## src/rtl/hazard_ctrl.sv

```systemverilog
// Pipeline hazard and sequencing controller.
// Stall/flush control for load-use, redirect, mul/div and dmem wait.
module hazard_ctrl #(
    parameter int REG_AW     = 5,
    parameter int MD_TIMEOUT = 64,
    parameter int CNT_W      = 32
) (
    input  logic              clk,
    input  logic              rst,
    input  logic [REG_AW-1:0] rs1_id,
    input  logic [REG_AW-1:0] rs2_id,
    input  logic              rs1_used_id,
    input  logic              rs2_used_id,
    input  logic [REG_AW-1:0] rd_ex,
    input  logic              memread_ex,
    input  logic              branch_taken_ex,
    input  logic              md_req_ex,
    input  logic              md_done,
    input  logic              dmem_req_mem,
    input  logic              dmem_ready,
    output logic              stall_if,
    output logic              stall_id,
    output logic              stall_ex,
    output logic              stall_mem,
    output logic              flush_id,
    output logic              flush_ex,
    output logic              flush_mem,
    output logic              flush_wb,
    output logic              md_go,
    output logic              md_timeout,
    output logic [CNT_W-1:0]  stall_cnt
);

    localparam int MCW = (MD_TIMEOUT > 2) ? $clog2(MD_TIMEOUT) : 1;
    localparam logic [MCW-1:0] MC_LAST = MCW'(MD_TIMEOUT - 1);

    typedef enum logic {
        RUN     = 1'b0,
        MD_WAIT = 1'b1
    } state_t;

    state_t           state_q, state_d;
    logic [MCW-1:0]   md_cnt_q, md_cnt_d;
    logic             to_q, to_d;
    logic [CNT_W-1:0] cnt_q;

    logic dm_wait;
    logic lu;
    logic md_fire;
    logic in_wait;

    assign in_wait = (state_q == MD_WAIT);
    assign dm_wait = dmem_req_mem & ~dmem_ready;
    assign lu = memread_ex & (rd_ex != '0) &
                ((rs1_used_id & (rs1_id == rd_ex)) |
                 (rs2_used_id & (rs2_id == rd_ex)));
    assign md_fire = in_wait & ~md_done & (md_cnt_q == MC_LAST);

    always_comb begin
        stall_if  = 1'b0;
        stall_id  = 1'b0;
        stall_ex  = 1'b0;
        stall_mem = 1'b0;
        flush_id  = 1'b0;
        flush_ex  = 1'b0;
        flush_mem = 1'b0;
        flush_wb  = 1'b0;
        md_go     = 1'b0;
        state_d   = state_q;
        md_cnt_d  = md_cnt_q;
        to_d      = to_q;
        if (rst) begin
            priority case (1'b1)
                dm_wait: begin
                    stall_if  = 1'b1;
                    stall_id  = 1'b1;
                    stall_ex  = 1'b1;
                    stall_mem = 1'b1;
                    flush_wb  = 1'b1;
                    // Counter parks at the limit so the timeout fires
                    // on the first cycle after the dmem wait clears.
                    if (in_wait && md_cnt_q != MC_LAST)
                        md_cnt_d = md_cnt_q + MCW'(1);
                end
                in_wait && md_done: begin
                    state_d  = RUN;
                    md_cnt_d = '0;
                end
                md_fire: begin
                    flush_ex  = 1'b1;
                    flush_mem = 1'b1;
                    to_d      = 1'b1;
                    state_d   = RUN;
                    md_cnt_d  = '0;
                end
                in_wait: begin
                    stall_if  = 1'b1;
                    stall_id  = 1'b1;
                    stall_ex  = 1'b1;
                    flush_mem = 1'b1;
                    md_cnt_d  = md_cnt_q + MCW'(1);
                end
                md_req_ex: begin
                    md_go     = 1'b1;
                    stall_if  = 1'b1;
                    stall_id  = 1'b1;
                    stall_ex  = 1'b1;
                    flush_mem = 1'b1;
                    state_d   = MD_WAIT;
                    md_cnt_d  = '0;
                end
                branch_taken_ex: begin
                    flush_id = 1'b1;
                    flush_ex = 1'b1;
                end
                lu: begin
                    stall_if = 1'b1;
                    stall_id = 1'b1;
                    flush_ex = 1'b1;
                end
                default: ;
            endcase
        end
    end

    always_ff @(posedge clk) begin
        if (!rst) begin
            state_q  <= RUN;
            md_cnt_q <= '0;
            to_q     <= 1'b0;
            cnt_q    <= '0;
        end else begin
            state_q  <= state_d;
            md_cnt_q <= md_cnt_d;
            to_q     <= to_d;
            if (stall_if && cnt_q != '1)
                cnt_q <= cnt_q + CNT_W'(1);
        end
    end

    // Registered outputs read as their reset values while rst is low.
    assign md_timeout = to_q & rst;
    assign stall_cnt  = rst ? cnt_q : '0;

endmodule
```

## config.mk

```make
export PLATFORM = sky130hd
export DESIGN_NAME = hazard_ctrl
export DESIGN_NICKNAME = d
export VERILOG_FILES = /design/src/rtl/hazard_ctrl.sv
export SDC_FILE = /design/constraint.sdc
export NUM_CORES = 1
export LEC_CHECK = 0
export CAP_MARGIN = 20
export CORE_MARGIN = 3
export CORE_UTILIZATION = 49
export CTS_BUF_LIST = sky130_fd_sc_hd__clkbuf_16
export DETAILED_ROUTE_END_ITERATION = 6
export PLACE_DENSITY_LB_ADDON = 0.3
export SETUP_SLACK_MARGIN = 0.05
export SKIP_CTS_REPAIR_TIMING = 1
export SLEW_MARGIN = 20
export SYNTH_ARGS = -nofsm -noshare
export SYNTH_HDL_FRONTEND = slang
export SYNTH_SLANG_ARGS = --single-unit
```

## constraint.sdc

```tcl
create_clock -name clk -period 3.15 [get_ports clk]
set_clock_uncertainty 0.15 [all_clocks]
set_input_delay 0.63 -clock clk [delete_from_list [all_inputs] [get_ports clk]]
set_output_delay 0.63 -clock clk [all_outputs]
set_load 0.01 [all_outputs]
```

== Word-level counts from Yosys, hierarchy flattened ==
Index checks and enable logic that the tools add are counted.
W data, S select, Z words.
Word-level totals
  bits in registers: 40
  bits in latches: 0
  memory bits (writable): 0
  memory bits (read-only): 0
  input bits: 25
  output and inout bits: 42
  memories kept: 0
Operators by class
  add/sub/neg operators: 2
  multipliers: 0
  divide/modulo/power cells: 0
  order comparisons: 0
  equality and inequality tests: 6
  shift operators: 0
  mux-type cells: 46
  bitwise operators: 13
  reductions and logical operators: 7
Operator list (number)
  $mux W1: 39
  $mux W6: 6
  $add A32 B1 Y32 const B: 1
  $mux W32: 1
  $ne A32 B32 Y1 const B: 1
  $eq A5 B5 Y1: 2
  $reduce_bool A5 Y1: 2
  $and A1 B1 Y1: 8
  $add A6 B1 Y6 const B: 1
  $eq A6 B6 Y1 const B: 1
  $ne A6 B6 Y1 const B: 1
  $not A1 Y1: 4
  $logic_and A1 B1 Y1: 3
  $reduce_and A3 Y1: 1
  $ne A2 B1 Y1 const B: 1
  $reduce_and A2 Y1: 1
  $or A1 B1 Y1: 1

== Depth between registers and ports, before layout ==
  depth in word-level cells: 13
  mapped depth: 10

== Least setup slack after synthesis ==
OpenSTA, ideal clock, no wires.
  path type: input to output
  start point: in rd_ex[1]
  end point: out stall_if
  data arrival time: 2112 ps
  data required time: 2370 ps
  path slack: 258 ps
  stages on the path: 7
  path through: or4_1 -> o21a_1 -> a31oi_4 -> buf_6 -> buf_6 -> inv_1 -> buf_4
Between the ends
  cells in the longest elaborated chain, start to end: 12
  elaborated cells on any way between the ends: 16
RTL lines
  start: declaration: line 14  | input logic [REG_AW-1:0] rd_ex,
  $eq A5 B5 Y1 (on tied branches): line 55, 56
  $and A1 B1 Y1 (on tied branches): line 55, 56
  $or A1 B1 Y1: line 55  | ((rs1_used_id & (rs1_id == rd_ex)) |
  $and A1 B1 Y1 (*): line 54  | assign lu = memread_ex & (rd_ex != '0) &
  $mux W1 (*) (8 in series)
  end: declaration: line 21  | output logic stall_if,
Every way passes the cells marked *; elsewhere a longest branch is shown, timed or not.

== Worst setup path in the final report ==
  start point: in rd_ex[4]
  end point: out stall_id
Between the ends
  cells in the longest elaborated chain, start to end: 12
  elaborated cells on any way between the ends: 16
RTL lines
  $eq A5 B5 Y1 (on tied branches): line 55, 56
  $and A1 B1 Y1 (on tied branches): line 55, 56
  $or A1 B1 Y1: line 55
  $and A1 B1 Y1 (*): line 54
  $mux W1 (*) (7 in series): line 73  | priority case (1'b1)
  $mux W1 (*): line 72  | if (rst) begin
  end: declaration: line 22  | output logic stall_id,
Marked as above.

==> run summary <==
Status = finished, final reports clean
Worst Tran Pin Value = 0.605 ns
Initial antenna violation count = 0
Vias in the first global route = 2,467
Setup TNS = 0 ns
DRC errors left = 0
TritonCTS Buffers = 5
Max-cap viol count = 0
Crit Path Max Fanout = 3
Std cell rows = 25
Largest cells by area after synthesis = dfxtp_1 (32%), and2_1 (7.7%), mux2_2 (7.1%)
Via density = 5.67
Congestion Overflow GR = 0
Dominant cell type by area after synthesis = dfxtp_1
Cell count after synthesis = 311
Clock Tree Buf Depth = 2
WP data required = 2.37 ns
Pwr dens = 341 nW/µm²
Fin area = 3450 µm²
CP Launch Type = input pin
Sink Count = 40
First-pass GRT wire length = 11,200 µm
Yosys reg bits = 40
Largest net degree at the start of global routing = 44
Endpoints failing hold = 0
Total wire length = 6610 µm
Fmax = 333 MHz
Simple-gate share of the synthesized area = 36.7%
Post-DR wirelength/cell = 14.8 µm
Share of synthesized registers carrying an async set or reset = 0%
Syn Area/Cell = 8.12 µm²
CP arrival = 2.22 ns
Synth top area share = 31.7%
Post-synthesis sequential area ratio = 31.7%
Critical path's slowest cell = clkdlybuf4s50_1
DP Cell Count = 439
Total GRT Usage = 22.3%
Post-DP Area = 3260 µm²
Slew Viols, Final = 0
Main combinational cell family by area after synthesis = simple AND/OR/NAND/NOR gates
Number of port buffers = 66
Max stage delay on crit path = 0.48 ns
Vias = 2,541
CTS tree = yes
First-pass DRT Iterations = 4
Compound-Gate Fraction of Synth Area = 11.5%
N_diodes = 0
Synth Area in XOR/XNOR = 4.86%
CP Class = in2out
Yosys cell types = 48
Root buffer cell = clkbuf_16
Horiz. Die Dim = 77.8 µm
Area Overhead vs Synth = 36.5%
Final #Nets = 407
Die Height = 77.8 µm
Num ports = 67
Static Leak = 1.26 nW
Post-synthesis instance area = 2520 µm²
Final hold slack = 0.351 ns
Synthesized netlist net count = 338
VDD IR-drop max = 206 µV
Final setup violation count = 0
Setup crit end kind = primary output
Crit path time final = 3.00 ns
Clock-pin slew on the worst setup and hold paths = 0.06 ns
H-tree depth = 2
Unrepaired setup endpoints after global routing = no
Mux contribution to synthesized area = 8.82%
Slew margin rel. = 59.3%
Initial Util = 52.1%
Synth Warn # = 0
Adder-cell share of the synthesized area = 0.991%
Iteration-0 DRC Markers = 132
Critical path cell sequence = clkdlybuf4s50_1, or4_1, o21a_1, a31oi_4, inv_1, dlymetal6s2s_1
Final cell count without fillers = 448
Final GP Congestion = 0.858
Synth Flop Type = dfxtp_1
Placeable Area = 4850 µm²
Worst-skew pair later-pin latency = 0.28 ns
Share of cells above drive strength 1 = 13.1%
Die area = 6050 µm²
Number of synthesized flops with an enable pin = 0
Final ANT Viol Nets = 0
Hold/Removal Path Class = reg2reg
Fin crit share = 95.2%
DP Wirelength = 4730 µm
## Yosys cell counts, types with 2 or more instances
cell type / n
buf_6: 4
nand2b_1: 4
ha_1: 2
a41oi_1: 2
mux2i_1: 2
o41ai_1: 3
buf_2: 2
mux2_1: 2
nor3_1: 11
xor2_1: 3
nor3_2: 2
nor4_1: 6
o21a_1: 2
a21oi_1: 11
clkbuf_1: 8
and4_1: 2
mux2_2: 16
and3_1: 4
xnor2_1: 11
or3_1: 2
nand2_1: 22
and2_1: 31
nand4_1: 17
inv_1: 7
nor4b_1: 3
buf_4: 3
or4_1: 6
nand3_1: 14
dfxtp_1: 40
o31ai_1: 9
nor2_1: 36
o21ai_0: 8
## placed cells by master (no fill, tap or decap), types with 4 or more instances in the layout
master           synthesis  routed
clkdlybuf4s50_1          0      59
dfxtp_1                 40      40
nor2_1                  36      34
and2_1                  31      31
nand2_1                 22      22
nand4_1                 17      17
mux2_2                  16      16
nand3_1                 14      14
buf_4                    3      13
xnor2_1                 11      11
a21oi_1                 11      11
nor3_1                  11      11
o31ai_1                  9       9
o21ai_0                  8       8
dlymetal6s2s_1           0       7
inv_1                    7       6
or4_1                    6       6
nor4_1                   6       6
clkbuf_16                0       5
nand2b_1                 4       4
and3_1                   4       4
## path summary, 6_finish.rpt
kind / from / endpoint / slack (ns) / cells past startpoint
max: rd_ex[4] / stall_id / 0.15 / 6
min: cnt_q[31] / cnt_q[31] / 0.35 / 1
max reg2reg: md_cnt_q[0] / cnt_q[23] / 0.50 / 8
min reg2reg: cnt_q[31] / cnt_q[31] / 0.35 / 1
## cell type report
cell class / count / area (µm²)
repair buffers: 80 / 796
inverters: 7 / 30.0
clock buffers: 5 / 125
well taps: 67 / 83.8
clock inverters: 3 / 18.8
fillers: 395 / 1400
multi-input cells: 246 / 1590
flip-flops and latches: 40 / 801
## through the flow
| stage | util (%) | total power [mW] | setup WS, ns |
|---|---|---|---|
| 5_1_grt | 71.1 | 1.23 | 0.0546 |
| 3_3_place_gp | 67.1 | 0.686 | -0.227 |
| 4_1_cts | 70.1 | 1.18 | -0.247 |
| 3_5_place_dp | 67.1 | 0.689 | -0.238 |
| 6_report | 71.1 | 1.17 | 0.151 |
| 2_1_floorplan | - | 0.619 | 0.258 |
## per-layer routing
| metal | vias up | track usage, % | share of wire, % |
|---|---|---|---|
| met2 | 101 | 38.6 | 49 |
| met1 | 1167 | 26.1 | 41 |
| met4 | 0 | 8.36 | 2.2 |
| li1 | 1257 | - | - |
| met5 | - | 0 | 0 |
| met3 | 16 | 5.80 | 7.9 |
## critical path, delay by kind of cell
kind / cells / cell delay (ns)
compound gates: 2 / 0.45
simple gates: 1 / 0.42
buf+inv: 3 / 0.71
## power breakdown
part           internal, mW  total [mW]  switching, mW  leakage (nW)
clock                 0.290       0.492          0.202        0.0635
sequential            0.513       0.521        0.00833         0.323
combinational        0.0835       0.162         0.0781         0.877
total                 0.886        1.17          0.288          1.26
## logic make-up after synthesis
| logic type | Yosys count |
|---|---|
| and+or+nand+nor | 168 |
| adders and majority gates | 2 |
| buffers and inverters | 25 |
| xor gates and xnor gates | 14 |
| muxes | 20 |
| AOI/OAI and AO/OA | 42 |
| DFF | 40 |
## registers in the layout, summed over array words and instances (netlist names)
register and count:
in_wait 1, md_cnt_q 6, cnt_q 32, to_q 1
Power figures use the tool's default switching activity.
